File: src/rtl/xif_result_arbiter.sv
// rtl/xif_result_arbiter.sv - N-channel buffered result collector for the CORE-V-XIF result port
//
// Each producer channel pushes {id, data, rd} into its own circular FIFO. The
// arbiter moves one FIFO head per cycle into a registered result port that
// follows the result_valid/result_ready handshake.
//
// Build option: XIF_RR_ARB_EN selects round-robin arbitration. When it is not
// defined, the lowest-index non-empty channel wins and no pointer register exists.
//
// Ports:
//   clk, rst_n               clock, asynchronous active-low reset
//   ch_valid / ch_ready      per-channel push handshake (ready = FIFO not full)
//   ch_id / ch_data / ch_rd  per-channel packed payloads, channel i at [i*W +: W]
//   ch_count                 per-channel registered FIFO occupancy
//   result_valid/ready       XIF result handshake
//   result_id/data/rd        registered result payload
//   result_ch                channel that produced the presented result
module xif_result_arbiter #(
    parameter int NUM_CH     = 2,
    parameter int FIFO_DEPTH = 4,
    parameter int X_ID_WIDTH = 4,
    parameter int FLEN       = 32,
    localparam int CNT_W     = $clog2(FIFO_DEPTH + 1),
    localparam int CH_W      = (NUM_CH > 1) ? $clog2(NUM_CH) : 1
) (
    input  logic                     clk,
    input  logic                     rst_n,
    input  logic [NUM_CH-1:0]        ch_valid,
    output logic [NUM_CH-1:0]        ch_ready,
    input  logic [NUM_CH*X_ID_WIDTH-1:0] ch_id,
    input  logic [NUM_CH*FLEN-1:0]   ch_data,
    input  logic [NUM_CH*5-1:0]      ch_rd,
    output logic [NUM_CH*CNT_W-1:0]  ch_count,
    output logic                     result_valid,
    input  logic                     result_ready,
    output logic [X_ID_WIDTH-1:0]    result_id,
    output logic [FLEN-1:0]          result_data,
    output logic [4:0]               result_rd,
    output logic [CH_W-1:0]          result_ch
);
    localparam int PTR_W = $clog2(FIFO_DEPTH);
    localparam int EW    = X_ID_WIDTH + FLEN + 5;

    logic [EW-1:0]    mem_q  [NUM_CH][FIFO_DEPTH];
    logic [PTR_W-1:0] wptr_q [NUM_CH];
    logic [PTR_W-1:0] rptr_q [NUM_CH];
    logic [CNT_W-1:0] cnt_q  [NUM_CH];

    logic                  valid_q;
    logic [X_ID_WIDTH-1:0] id_q;
    logic [FLEN-1:0]       data_q;
    logic [4:0]            rd_q;
    logic [CH_W-1:0]       ch_q;

    logic [NUM_CH-1:0] push;
    logic [NUM_CH-1:0] nonempty;
    logic [NUM_CH-1:0] pop;
    logic              any_req;
    logic [CH_W-1:0]   winner;
    logic              load_en;
    logic [EW-1:0]     head;

`ifdef XIF_RR_ARB_EN
    logic [CH_W-1:0] ptr_q;
    logic [CH_W-1:0] ptr_d;
`endif

    // Ready depends on the registered count only, so a full FIFO refuses a push
    // even when its head is being popped in the same cycle.
    always_comb begin
        ch_ready = '0;
        push     = '0;
        nonempty = '0;
        ch_count = '0;
        for (int i = 0; i < NUM_CH; i++) begin
            ch_ready[i] = (cnt_q[i] != CNT_W'(FIFO_DEPTH));
            push[i]     = ch_valid[i] && ch_ready[i];
            nonempty[i] = (cnt_q[i] != '0);
            ch_count[i*CNT_W +: CNT_W] = cnt_q[i];
        end
    end

    // Eligibility uses registered counts; a same-cycle push is not visible.
    always_comb begin
        any_req = 1'b0;
        winner  = '0;
`ifdef XIF_RR_ARB_EN
        for (int k = 0; k < NUM_CH; k++) begin
            int idx;
            idx = int'(ptr_q) + k;
            if (idx >= NUM_CH) idx = idx - NUM_CH;
            if (!any_req && nonempty[idx]) begin
                any_req = 1'b1;
                winner  = CH_W'(idx);
            end
        end
        ptr_d = (winner == CH_W'(NUM_CH - 1)) ? '0 : winner + CH_W'(1);
`else
        for (int k = 0; k < NUM_CH; k++) begin
            if (!any_req && nonempty[k]) begin
                any_req = 1'b1;
                winner  = CH_W'(k);
            end
        end
`endif
    end

    assign load_en = !valid_q || result_ready;
    assign pop     = (load_en && any_req) ? (NUM_CH'(1) << winner) : '0;
    assign head    = mem_q[winner][rptr_q[winner]];

    // Storage needs no reset: an entry is only read after its write.
    always_ff @(posedge clk) begin
        for (int i = 0; i < NUM_CH; i++) begin
            if (push[i]) begin
                mem_q[i][wptr_q[i]] <= {ch_id[i*X_ID_WIDTH +: X_ID_WIDTH],
                                        ch_data[i*FLEN +: FLEN],
                                        ch_rd[i*5 +: 5]};
            end
        end
    end

    always_ff @(posedge clk or negedge rst_n) begin
        if (!rst_n) begin
            for (int i = 0; i < NUM_CH; i++) begin
                wptr_q[i] <= '0;
                rptr_q[i] <= '0;
                cnt_q[i]  <= '0;
            end
            valid_q <= 1'b0;
            id_q    <= '0;
            data_q  <= '0;
            rd_q    <= '0;
            ch_q    <= '0;
`ifdef XIF_RR_ARB_EN
            ptr_q   <= '0;
`endif
        end else begin
            for (int i = 0; i < NUM_CH; i++) begin
                if (push[i]) wptr_q[i] <= wptr_q[i] + PTR_W'(1);
                if (pop[i])  rptr_q[i] <= rptr_q[i] + PTR_W'(1);
                case ({push[i], pop[i]})
                    2'b10:   cnt_q[i] <= cnt_q[i] + CNT_W'(1);
                    2'b01:   cnt_q[i] <= cnt_q[i] - CNT_W'(1);
                    default: cnt_q[i] <= cnt_q[i];
                endcase
            end
            // Payload holds its last value when the port drains empty.
            if (load_en) begin
                if (any_req) begin
                    valid_q <= 1'b1;
                    id_q    <= head[EW-1 -: X_ID_WIDTH];
                    data_q  <= head[FLEN+4:5];
                    rd_q    <= head[4:0];
                    ch_q    <= winner;
`ifdef XIF_RR_ARB_EN
                    ptr_q   <= ptr_d;
`endif
                end else begin
                    valid_q <= 1'b0;
                end
            end
        end
    end

    assign result_valid = valid_q;
    assign result_id    = id_q;
    assign result_data  = data_q;
    assign result_rd    = rd_q;
    assign result_ch    = ch_q;

endmodule
File: config.mk
export PLATFORM = sky130hd
export DESIGN_NAME = xif_result_arbiter
export DESIGN_NICKNAME = d
export VERILOG_FILES = /design/src/rtl/xif_result_arbiter.sv
export SDC_FILE = /design/constraint.sdc
export NUM_CORES = 1
export LEC_CHECK = 0
export ABC_CLOCK_PERIOD_IN_PS = 3040
export CORE_MARGIN = 8
export CORE_UTILIZATION = 37
export CTS_BUF_LIST = sky130_fd_sc_hd__clkbuf_2
export CTS_CLUSTER_SIZE = 12
export DETAILED_ROUTE_END_ITERATION = 10
export GPL_TIMING_DRIVEN = 0
export RECOVER_POWER = 100
export SYNTH_ARGS = -nofsm -noshare
export SYNTH_HDL_FRONTEND = slang
export SYNTH_SLANG_ARGS = --single-unit
export TNS_END_PERCENT = 10
File: constraint.sdc
create_clock -name clk -period 3.04 [get_ports clk]
set_clock_uncertainty 0.05 [all_clocks]
set_input_delay 0.304 -clock clk [delete_from_list [all_inputs] [get_ports clk]]
set_output_delay 0.304 -clock clk [all_outputs]
set_load 0.05 [all_outputs]
# Word level (Yosys, flattened, before mapping)
# Memories as Yosys holds them, arrays and structs flattened.
# Index checks and enable logic that the tools add are counted.
dict set report word_totals {
  regBits 57
  ramBits 328
  inputBits 87
  out_inout_bits 51
  word_cells 72
  n_memories 1
}
dict set report op_classes {
  n_addsub 8
  magnitude_cmp 6
  eq_ne 6
  shifts 1
  muxes 21
  n_bitwise 4
  n_reduce_logical 14
}
# memory words word_bits read_ports rd_ports_with_merged_regs write_ports line
set memory_table {}
lappend memory_table {mem_q 2 164 1 0 2 44} ;# logic [EW-1:0] mem_q [NUM_CH][FIFO_DEPTH];
# operator n
set ops {}
lappend ops {{2-to-1 mux 164 bit} 2}
lappend ops {{demux 41 bit (select 2 bit)} 2}
lappend ops {{2-to-1 mux 41 bit} 4}
lappend ops {{binary-select mux 41 bit (select 2 bit)} 1}
lappend ops {{one-hot mux 3 bit (2 select lines)} 2}
lappend ops {{greater-or-equal comparator 3 bit (second input constant)} 3}
lappend ops {{inverter 2 -> 3 bit} 3}
lappend ops {{adder 2 x 1 -> 2 bit (second input constant)} 4}
lappend ops {{2-to-1 mux 2 bit} 4}
lappend ops {{adder 3 x 1 -> 3 bit (second input constant)} 2}
lappend ops {{logical AND 1 bit} 6}
lappend ops {{< comparator 3 x 1 -> 1 bit (second input constant)} 2}
lappend ops {{2-to-1 mux 1 bit} 6}
lappend ops {{inequality test 3 bit (second input constant)} 2}
lappend ops {{nonzero test 3 bit} 2}
lappend ops {{subtractor 3 x 1 -> 3 bit (second input constant)} 2}
lappend ops {{equality test 2 x 1 -> 1 bit (second input constant)} 2}
lappend ops {{equality test 2 bit (second input constant)} 2}
lappend ops {{nonzero test 2 bit} 2}
lappend ops {{greater-or-equal comparator 2 bit (second input constant)} 1}
lappend ops {{logical NOT 1 bit} 2}
lappend ops {{inverter 1 -> 2 bit} 1}
lappend ops {{AND reduction 2 bit} 1}
lappend ops {{left shift 1 x 1 -> 2 bit (first input constant)} 1}
lappend ops {{logical OR 1 bit} 1}

# Depth between registers and ports, before layout
dict set report logic_depth {
  ltp_word 13
  mapped_depth 10
  depth_no_buf 10
}

# Least setup slack after synthesis
# No wires, ideal clock.
dict set report synth_path {
  kind {reg-to-reg}
  startpoint {register cnt_q (netlist bit ch_count[0])}
  endpoint {memory mem_q[0][0] in the netlist's numbering (enable)}
  setup_time_ns 0.403
  arrival_time_ns 2.478
  t_required_ns 2.587
  path_slack_ns 0.110
  path_stages_with_launch 4
  n_path_buf 0
  period_less_slack_ns 2.930
  cell_sequence {dfrtp_1 inv_1 nand3_1 and3_1}
}
# item line
set synth_rtl {}
lappend synth_rtl {{start: declaration} 47} ;# logic [CNT_W-1:0] cnt_q [NUM_CH];
lappend synth_rtl {{start signal: indexed assignment} 143} ;# 2'b10: cnt_q[i] <= cnt_q[i] + CNT_W'(1);
lappend synth_rtl {{start signal: indexed assignment} 144} ;# 2'b01: cnt_q[i] <= cnt_q[i] - CNT_W'(1);
lappend synth_rtl {{start signal: indexed assignment} 145} ;# default: cnt_q[i] <= cnt_q[i];
lappend synth_rtl {{end: declaration} 44}

# Worst setup path in the final report
dict set report layout_path {
  startpoint {register cnt_q (netlist bit ch_count[0])}
  endpoint {output ch_ready[0]}
}
dict set report layout_between {
  elab_chain_cells 1
}
# item line
set layout_rtl {}
lappend layout_rtl {{inequality test 3 bit} 76} ;# ch_ready[i] = (cnt_q[i] != CNT_W'(FIFO_DEPTH));
lappend layout_rtl {{end: declaration} 29} ;# output logic [NUM_CH-1:0] ch_ready,
# Every way passes these cells.

==> results_dict.tcl <==
set metrics [dict create \
    status "complete, but fails checks" \
    violations "capacitance limit, slew limit" \
    grt_max_degree 58 \
    io_buffers 137 \
    place.gp.congestion 0.767 \
    dp.cells 1663 \
    crit_arrival_ps 2490 \
    p_total_uw 18300 \
    grt.overflow.total 0 \
    antenna_left 0 \
    clock_latency_ps 960 \
    p_leak_uw 0.00698 \
    design_area_mm2 0.0194 \
    io_pins 138 \
    synthAdderAreaFrac 0.0106 \
    first_pass_iters 5 \
    r2r_cells 8 \
    antenna_found_initial 3 \
    wirelength_um 43300 \
    initial_core_util 0.373 \
    grt_pass1_vias 10524 \
    die-width_um 221 \
    synthFlopType "edfxtp_1" \
    synth_top_family_by_area "multiplexers" \
    min_period_over_period 0.936 \
    ir_drop_uv 445 \
    drcViolationCount 0 \
    crit_required_ps 2690 \
    synth_compound_area_frac 0.0508 \
    hold_violations 0 \
    finalSetupViolCount 0 \
    yosys_warnings 0 \
    drt_iter0_drc 849 \
    fin_nets 1408 \
    synthDistinctLibCells 33 \
    synth-edff-count 328 \
    routed_via_density 5.19 \
    yosys-top-cells-count "edfxtp_1, mux2i_1, nor4_1, dfrtp_1, nand2_1" \
    startpoint_type "flop" \
    worstSetupPathType "reg2out" \
    hold_depth 3 \
    track_usage 0.174 \
    grt_pass1_wl_um 64800 \
    cts_buffers 98 \
    drive_gt1_frac 0.183 \
    rsz0062_at_grt "false" \
    cp_max_fo 6 \
    die_area_mm2 0.0488 \
    layout_min_cycle_time_ps 2850 \
    htree_levels 3 \
    ys_seq_area_frac 0.726 \
    numClockSinks 385 \
    async_flop_share 0.148 \
    cp-end-kind "primary output" \
    avgSynthCellArea_um2 15.9 \
    dp_hpwl_um 27500 \
    yosys.area_share.xor_xnor 0.00676 \
    slew_violations 84 \
    finalSetupTns_ps 0 \
    fill_cells 3764 \
    cts.path.max_buffers 3 \
    core_mm2 0.0417 \
    hold_class "in2reg" \
    synth_most_common_cell "edfxtp_1" \
    synth_simple_gate_area_frac 0.0696 \
    syn2layout_area_growth_pct 24.7 \
    dpl_cell_area_mm2 0.0178 \
    synth_nets 1078 \
    synth.top_cells.by_area "edfxtp_1, dfrtp_1, mux2i_1, mux2_2, nor4_1" \
    syn_inst 979 \
    clkTransAtPathRegs_ps 100 \
    cts_resized 0 \
    fmax_ghz 0.351 \
    yosys.area.top_type "edfxtp_1" \
    ys_seq_elements 385 \
    vias 10024 \
    syn-cell-area_mm2 0.0155 \
    drt-wirelength-per-cell_um 22.4 \
    maxCapViolCount 2 \
    die_h_um 221 \
    fin_cells 1930 \
    utilization 0.465 \
    synth_top_cell_area_share 0.634 \
    worst_pin_slew_ps 1790 \
    root_buffer "clkbuf_2" \
    cts_tree "built" \
    powerDensity_mw_per_mm2 944 \
    relSlewSlack -0.193 \
    muxShareOfSynthArea 0.111 \
    num_rows 75 \
]
stage by stage:
step / hold slack (ps) / setup WS (ps)
2_1_floorplan: -41.6 / 110
3_3_place_gp: 444 / -784
3_5_place_dp: 432 / 158
4_1_cts: 42.9 / 70.1
5_1_grt: 163 / 8.70
6_report: 177 / 194
layout make-up:
| cell class | count | area, um^2 | area share |
|---|---|---|---|
| diodes | 2 | 5.00 | 0.000258 |
| repair buffers | 230 | 2290 | 0.118 |
| clock buffers | 152 | 761 | 0.0393 |
| multi-input cells | 508 | 3870 | 0.200 |
| flip-flops and latches | 385 | 11300 | 0.582 |
| plain buffers | 76 | 355 | 0.0183 |
| inverters | 10 | 37.5 | 0.00194 |
| well taps | 539 | 674 | 0.0348 |
| clock inverters | 28 | 108 | 0.00555 |
cells by family (layout without fill, tap and decap cells):
logic type | count (synthesis) | after routing
AND/OR/NAND/NOR | 191 | 191
buffers and inverters | 86 | 496
multiplexers | 167 | 167
XOR/XNOR | 12 | 12
AO/OA/AOI/OAI | 126 | 126
flip-flops | 385 | 385
other | 0 | 2
adder cells (fa/ha/maj) | 12 | 12
cells in the final DEF, fill, tap and decap left out, types with 9 or more instances in the layout:
master	instances
a31oi_1	41
buf_2	31
clkbuf_1	42
clkbuf_2	156
clkinv_1	25
dfrtp_1	57
dlygate4sd3_1	215
edfxtp_1	328
ha_1	10
inv_1	9
mux2_2	43
mux2i_1	123
nand2_1	45
nor3_1	42
nor4_1	73
nor4_2	9
o211ai_1	41
o21ai_0	34
power breakdown:
| group | total (uW) | switching, uW | internal (uW) |
|---|---|---|---|
| sequential | 7580 | 482 | 7100 |
| clock | 3380 | 2060 | 1320 |
| combinational | 7320 | 4960 | 2360 |
| total | 18300 | 7500 | 10800 |
timing repair:
item                       CTS  global route
buffers inserted             0             0
hold buffers                85             0
hold endpoints to repair   385             0
setup endpoints to repair    0             0
worst max-delay path, cell delays in order, from the launching register on:
cell	delay, ps
dfrtp_1	430
inv_1	100
nand3_1	190
clkdlybuf4s50_1	840
final timing paths:
| kind | to | startpoint | slack (ps) |
|---|---|---|---|
| worst max-delay path | ch_ready[0] | ch_count[0]$_DFFE_PN0P_ | 190 |
| worst min-delay path | wptr_q[2]$_DFFE_PN0P_ | ch_valid[0] | 180 |
| worst max register to register | ch_count[5]$_DFFE_PN0P_ | ch_count[3]$_DFFE_PN0P_ | 240 |
| worst min register to register | result_ch$_DFFE_PN0P_ | result_ch$_DFFE_PN0P_ | 450 |
| max in group asynchronous | result_id[1]$_DFFE_PN0P_ | rst_n | 840 |
| min in group asynchronous | result_data[12]$_DFFE_PN0P_ | rst_n | 1000 |
routing by layer:
metal,global-route usage,vias up,share of wire
li1,-,4582,-
met1,0.215,4923,0.41
met2,0.290,432,0.49
met3,0.0448,85,0.081
met4,0.0680,2,0.024
met5,0,-,0.00023
state kept, by name, indices dropped and copies added, names as in the netlist, 4 cells and up:
name,flops
mem_q,328
ch_count,6
result_rd,5
wptr_q,4
rptr_q,4
result_data,32
result_id,4
No activity file was read; power rests on OpenSTA's default activity.
